$ cat src/rtl/eth_pkg.sv
// Shared state type, framing constants and the CRC-32 byte step for the Ethernet TX MAC.
package eth_pkg;

  typedef enum logic [2:0] {
    ST_IDLE,
    ST_PRE,
    ST_DATA,
    ST_PAD,
    ST_FCS,
    ST_IFG
  } tx_state_t;

  localparam logic [7:0]  ETH_PREAMBLE  = 8'h55;
  localparam logic [7:0]  ETH_SFD       = 8'hD5;
  localparam logic [31:0] CRC32_POLY    = 32'hEDB88320;
  localparam logic [31:0] CRC32_INIT    = 32'hFFFFFFFF;
  localparam logic [31:0] CRC32_RESIDUE = 32'hDEBB20E3;

  // Reflected CRC-32 advanced by one byte, byte LSB consumed first.
  function automatic logic [31:0] crc32_d8(input logic [31:0] crc, input logic [7:0] data);
    logic [31:0] c;
    c = crc ^ {24'h000000, data};
    for (int unsigned i = 0; i < 8; i++) begin
      c = c[0] ? ((c >> 1) ^ CRC32_POLY) : (c >> 1);
    end
    return c;
  endfunction

endpackage

$ cat src/rtl/eth_crc32_d8.sv
// Byte-wide CRC-32 register: init reloads the seed, en folds in one data byte per clock.
module eth_crc32_d8
  import eth_pkg::*;
(
  input  logic        clk,
  input  logic        rst,
  input  logic        init,
  input  logic        en,
  input  logic [7:0]  data,
  output logic [31:0] crc
);

  logic [31:0] crc_next;

  always_comb begin
    crc_next = crc32_d8(crc, data);
  end

  always_ff @(posedge clk or posedge rst) begin
    if (rst) begin
      crc <= CRC32_INIT;
    end else if (init) begin
      crc <= CRC32_INIT;
    end else if (en) begin
      crc <= crc_next;
    end
  end

endmodule

$ cat src/rtl/eth_tx_mac.sv
// Transmit MAC: 32-bit word stream to GMII bytes with preamble/SFD, optional pad, FCS and IFG.
// Build option ETH_TX_PAD_EN enables zero padding of short frames up to MIN_FRAME bytes.
module eth_tx_mac
  import eth_pkg::*;
#(
  parameter int unsigned IFG_BYTES = 12,
  parameter int unsigned MIN_FRAME = 60
) (
  input  logic        clk,
  input  logic        rst,
  input  logic [31:0] i_data,
  input  logic        i_vld,
  input  logic        i_sop,
  input  logic        i_eop,
  output logic        o_rdy,
  output logic [7:0]  o_txd,
  output logic        o_txen,
  output logic        o_err
);

  localparam logic [15:0] IFG_LAST = 16'(IFG_BYTES - 1);
`ifdef ETH_TX_PAD_EN
  localparam logic [10:0] MIN_CNT  = 11'(MIN_FRAME);
`endif

  tx_state_t   state, state_n;
  logic [23:0] hold, hold_n;
  logic [1:0]  left, left_n;
  logic        eop_l, eop_n;
  logic [10:0] cnt, cnt_n, cnt_inc;
  logic [15:0] step, step_n;
  logic [7:0]  txd_n;
  logic        txen_n, err_n, rdy;
  logic        crc_init, crc_en;
  logic [7:0]  crc_din;
  logic [31:0] crc, fcs;

  eth_crc32_d8 u_crc (
    .clk  (clk),
    .rst  (rst),
    .init (crc_init),
    .en   (crc_en),
    .data (crc_din),
    .crc  (crc)
  );

  assign fcs     = ~crc;
  assign cnt_inc = (cnt == '1) ? cnt : cnt + 11'd1;
  assign o_rdy   = rdy & ~rst;

  // Outputs are registered, so each branch chooses the byte for the next cycle;
  // the CRC is fed that same byte, making it complete when FCS starts.
  always_comb begin
    state_n  = state;
    hold_n   = hold;
    left_n   = left;
    eop_n    = eop_l;
    cnt_n    = cnt;
    step_n   = step;
    txd_n    = o_txd;
    txen_n   = o_txen;
    err_n    = 1'b0;
    rdy      = 1'b0;
    crc_init = 1'b0;
    crc_en   = 1'b0;
    crc_din  = 8'h00;

    case (state)
      ST_IDLE: begin
        rdy      = 1'b1;
        txd_n    = 8'h00;
        txen_n   = 1'b0;
        crc_init = 1'b1;
        if (i_vld && i_sop) begin
          state_n = ST_PRE;
          txd_n   = ETH_PREAMBLE;
          txen_n  = 1'b1;
          hold_n  = {i_data[15:0], 8'h00};
          eop_n   = i_eop;
          cnt_n   = '0;
          step_n  = '0;
        end
      end

      ST_PRE: begin
        if (step == 16'd7) begin
          state_n = ST_DATA;
          txd_n   = hold[23:16];
          hold_n  = {hold[15:0], 8'h00};
          left_n  = 2'd1;
          cnt_n   = cnt_inc;
          crc_en  = 1'b1;
          crc_din = hold[23:16];
        end else begin
          txd_n  = (step == 16'd6) ? ETH_SFD : ETH_PREAMBLE;
          step_n = step + 16'd1;
        end
      end

      ST_DATA: begin
        if (left != 2'd0) begin
          txd_n   = hold[23:16];
          hold_n  = {hold[15:0], 8'h00};
          left_n  = left - 2'd1;
          cnt_n   = cnt_inc;
          crc_en  = 1'b1;
          crc_din = hold[23:16];
        end else if (eop_l) begin
`ifdef ETH_TX_PAD_EN
          if (cnt < MIN_CNT) begin
            state_n = ST_PAD;
            txd_n   = 8'h00;
            cnt_n   = cnt_inc;
            crc_en  = 1'b1;
          end else begin
            state_n = ST_FCS;
            txd_n   = fcs[7:0];
            step_n  = '0;
          end
`else
          state_n = ST_FCS;
          txd_n   = fcs[7:0];
          step_n  = '0;
`endif
        end else begin
          rdy = 1'b1;
          if (i_vld && !i_sop) begin
            txd_n   = i_data[31:24];
            hold_n  = i_data[23:0];
            left_n  = 2'd3;
            eop_n   = i_eop;
            cnt_n   = cnt_inc;
            crc_en  = 1'b1;
            crc_din = i_data[31:24];
          end else begin
            state_n = ST_IFG;
            err_n   = 1'b1;
            txen_n  = 1'b0;
            txd_n   = 8'h00;
            step_n  = '0;
          end
        end
      end

`ifdef ETH_TX_PAD_EN
      ST_PAD: begin
        if (cnt >= MIN_CNT) begin
          state_n = ST_FCS;
          txd_n   = fcs[7:0];
          step_n  = '0;
        end else begin
          txd_n  = 8'h00;
          cnt_n  = cnt_inc;
          crc_en = 1'b1;
        end
      end
`endif

      ST_FCS: begin
        if (step[1:0] == 2'd3) begin
          state_n = ST_IFG;
          txd_n   = 8'h00;
          txen_n  = 1'b0;
          step_n  = '0;
        end else begin
          case (step[1:0])
            2'd0:    txd_n = fcs[15:8];
            2'd1:    txd_n = fcs[23:16];
            default: txd_n = fcs[31:24];
          endcase
          step_n = step + 16'd1;
        end
      end

      ST_IFG: begin
        txd_n  = 8'h00;
        txen_n = 1'b0;
        if (step == IFG_LAST) begin
          state_n = ST_IDLE;
        end else begin
          step_n = step + 16'd1;
        end
      end

      default: begin
        state_n = ST_IDLE;
        txd_n   = 8'h00;
        txen_n  = 1'b0;
      end
    endcase
  end

  always_ff @(posedge clk or posedge rst) begin
    if (rst) begin
      state  <= ST_IDLE;
      hold   <= '0;
      left   <= '0;
      eop_l  <= 1'b0;
      cnt    <= '0;
      step   <= '0;
      o_txd  <= '0;
      o_txen <= 1'b0;
      o_err  <= 1'b0;
    end else begin
      state  <= state_n;
      hold   <= hold_n;
      left   <= left_n;
      eop_l  <= eop_n;
      cnt    <= cnt_n;
      step   <= step_n;
      o_txd  <= txd_n;
      o_txen <= txen_n;
      o_err  <= err_n;
    end
  end

endmodule
$ cat config.mk
export PLATFORM = sky130hd
export DESIGN_NAME = eth_tx_mac
export DESIGN_NICKNAME = d
export VERILOG_FILES = /design/src/rtl/eth_pkg.sv /design/src/rtl/eth_crc32_d8.sv /design/src/rtl/eth_tx_mac.sv
export SDC_FILE = /design/constraint.sdc
export NUM_CORES = 1
export LEC_CHECK = 0
export ABC_CLOCK_PERIOD_IN_PS = 3700
export BUFFER_PORTS_ARGS = -buffer_cell sky130_fd_sc_hd__buf_4
export CELL_PAD_IN_SITES_DETAIL_PLACEMENT = 1
export CELL_PAD_IN_SITES_GLOBAL_PLACEMENT = 1
export CORE_MARGIN = 1
export CORE_UTILIZATION = 46
export DETAILED_ROUTE_END_ITERATION = 6
export PLACE_DENSITY = 0.77
export SETUP_SLACK_MARGIN = 0.1
export SLEW_MARGIN = 0
export SYNTH_ARGS = -nofsm -noshare
export SYNTH_HDL_FRONTEND = slang
export SYNTH_SLANG_ARGS = --single-unit
export TNS_END_PERCENT = 50
$ cat constraint.sdc
create_clock -name clk -period 3.7 [get_ports clk]
set_clock_uncertainty 0.1 [all_clocks]
set_input_delay 1.11 -clock clk [delete_from_list [all_inputs] [get_ports clk]]
set_output_delay 1.11 -clock clk [all_outputs]
set_load 0.02 [all_outputs]
==> results.json <==
{
  "outcome": "finished with violations",
  "violations": "DRC",
  "ys_warn_count": 0,
  "leakagePower_nw": 2.61,
  "hold_viol_final": 0,
  "routed_wl_mm": 16.6,
  "placed_area_mm2": 0.00586,
  "startpoint_type": "register",
  "drt_iter0_drc": 324,
  "fmaxAchievable_mhz": 279,
  "multi_input_area_mm2": 0.00287,
  "groute.usage.overall": 0.298,
  "via_per_inst": 6.08,
  "critPathArrivalTime_ns": 3.75,
  "fill_cells": 1284,
  "worst-path-max-fanout": 9,
  "post-route-min-period_ns": 3.59,
  "coreArea_mm2": 0.0109,
  "grt_overflow_total": 0,
  "hp-class": "reg2reg",
  "power_density_mw_per_mm2": 331,
  "rsz0062_at_grt": "true",
  "start_util": 0.477,
  "grt_pass1_vias": 5003,
  "num_vias": 4682,
  "relSlewSlack": 0.315,
  "cts-htree-levels": 3,
  "clock-sinks": 88,
  "dpl.hpwl_mm": 11.6,
  "synth-seq-cells": 88,
  "slew_violations": 0,
  "drive_above_1_share": 0.249,
  "rows": 38,
  "fin_area_mm2": 0.00627,
  "cts_tree": "built",
  "syn-cell-area_mm2": 0.00522,
  "final_common_cell": "buf_4",
  "endpoint_kind": "register",
  "seq_area_frac_synth": 0.430,
  "clkSlewWorstSetupHoldPaths_ns": 0.06,
  "fin_cells": 770,
  "synth.avg_cell_area_um2": 9.20,
  "synth_ff_type": "dfrtp_1",
  "diodes": 0,
  "die_area_mm2": 0.0118,
  "dieWidth_um": 108,
  "fin_tns_setup_ns": 0,
  "fin_util": 0.573,
  "dp.cells": 753,
  "remaining_drc_errors": 2,
  "crit_required_ns": 3.87,
  "min_period_over_period": 0.969,
  "synth-edff-count": 0,
  "crit_type": "reg2reg",
  "port_buffers": 47,
  "ioPinCount": 48,
  "clock_path_buffers": 2,
  "regArea_mm2": 0.00224,
  "synth_fp_nets": 610,
  "gp_congestion": 0.890,
  "final_cell_mix": "buf_4, nor2_1, nand2_1",
  "cts_root_buf": "clkbuf_16",
  "synthCells": 567,
  "areaGrowthSynthToFinish_pct": 20.1,
  "grt_pass1_wl_mm": 26.4,
  "wl_per_cell_um": 21.5,
  "worstMarginPinSlew_ns": 1.02,
  "fp.dieH_um": 108,
  "worst_hold_slack_ns": 0.373,
  "antenna_found_initial": 0,
  "peakVddDrop_mv": 0.331,
  "cap_violations": 0,
  "synthArstFlopShare": 1.00,
  "synth_cell_types": 59,
  "fin_nets": 668,
  "drt-pass1-iter-count": 7,
  "ant_nets": 0,
  "setup_viol": 0,
  "cts_buffers": 9,
  "grt_max_degree": 57,
  "insertion_delay_ns": 0.35
}
==> sequential cells by signal (all words and copies together), names as in the netlist <==
name / cells
state: 3
step: 16
o_err: 1
left: 2
o_txd: 8
o_txen: 1
u_crc.crc: 32
hold: 24
eop_l: 1
==> worst paths after layout <==
kind	cells past startpoint	end	startpoint	slack (ns)
setup / recovery	11	u_crc.crc[23]$_DFFE_PP1P_	step[1]$_DFFE_PP0P_	0.11
hold reg to reg	1	left[0]$_DFFE_PP0P_	left[0]$_DFFE_PP0P_	0.37
max in group asynchronous	3	u_crc.crc[19]$_DFFE_PP1P_	rst	2.00
setup reg to reg	11	u_crc.crc[23]$_DFFE_PP1P_	step[1]$_DFFE_PP0P_	0.11
hold / removal	1	left[0]$_DFFE_PP0P_	left[0]$_DFFE_PP0P_	0.37
min in group asynchronous	2	hold[7]$_DFFE_PP0P_	rst	0.74
==> final cells by class <==
type	count	area share
Sequential cell	88	0.358
Inverter	16	0.00978
Tap cell	140	0.0279
Multi-Input combinational cell	434	0.458
Timing Repair Buffer	76	0.0930
Clock inverter	7	0.0176
Clock buffer	9	0.0359
==> routing by layer <==
metal,up-vias,wire length [µm],GRT usage
met5,-,0,0
met4,0,468,0.119
met3,38,725,0.0627
met2,127,8230,0.499
met1,2374,7160,0.373
li1,2143,-,-
==> synthesized netlist by cell type, drive strengths merged, types with 3 or more instances <==
cell type,instances,area share
a21oi,36,0.035
nand4,3,0.0036
or3b,3,0.0050
or2,4,0.0048
nor2,62,0.045
and2,4,0.0048
ha,6,0.014
a31oi,5,0.0060
o22ai,11,0.013
or4,3,0.0050
xor2,15,0.034
o21bai,3,0.0043
dfstp,32,0.16
nand3,15,0.014
nor4,3,0.0036
o31ai,8,0.012
nand2b,3,0.0036
nand2,61,0.044
and3,5,0.0060
a211oi,4,0.0058
xnor2,52,0.090
clkbuf,27,0.019
nor2b,3,0.0036
inv,14,0.010
o22a,6,0.010
a32oi,5,0.0084
xnor3,3,0.013
dfrtp,56,0.27
o21ai,63,0.062
nor3,6,0.0058
a222oi,16,0.031
==> stage by stage <==
step	worst slack (ns)	power, mW
CTS	0.108	2.10
floorplan	0.260	1.01
global route	0.00716	2.14
global placement	0.0906	1.05
finish	0.113	2.07
detailed placement	0.0294	1.05
==> cells by family after synthesis <==
group                      count (synthesis)  share of synthesized area
AOI/OAI and AO/OA                        172                      0.218
xor gates and xnor gates                  70                      0.137
muxes                                      1                    0.00216
DFF                                       88                      0.430
and+or+nand+nor                          185                      0.164
adders and majority gates                  6                     0.0144
buffers and inverters                     45                     0.0338
==> where the power goes <==
| group | leakage, nW | internal, mW | switching, mW |
|---|---|---|---|
| sequential | 1.07 | 0.964 | 0.000000000156 |
| clock | 0.169 | 0.655 | 0.383 |
| combinational | 1.37 | 0.0341 | 0.0383 |
| total | 2.61 | 1.65 | 0.421 |
==> timing repair <==
action	in CTS	in global routing
hold buffers	0	0
setup endpoints to repair	0	16
setup buffers	0	1
resized for setup	0	9
==> critical path, stage by stage (launching register included) <==
cell      delay (ns)
dfrtp_1         0.42
ha_2            0.26
or4b_1          0.47
or4_1           0.41
buf_4           0.20
o21ai_1         0.23
xor2_2          0.27
buf_4           0.17
xnor2_2         0.17
xnor3_1         0.43
a211oi_1        0.28
a21oi_1         0.08
Power figures use the tool's default switching activity.
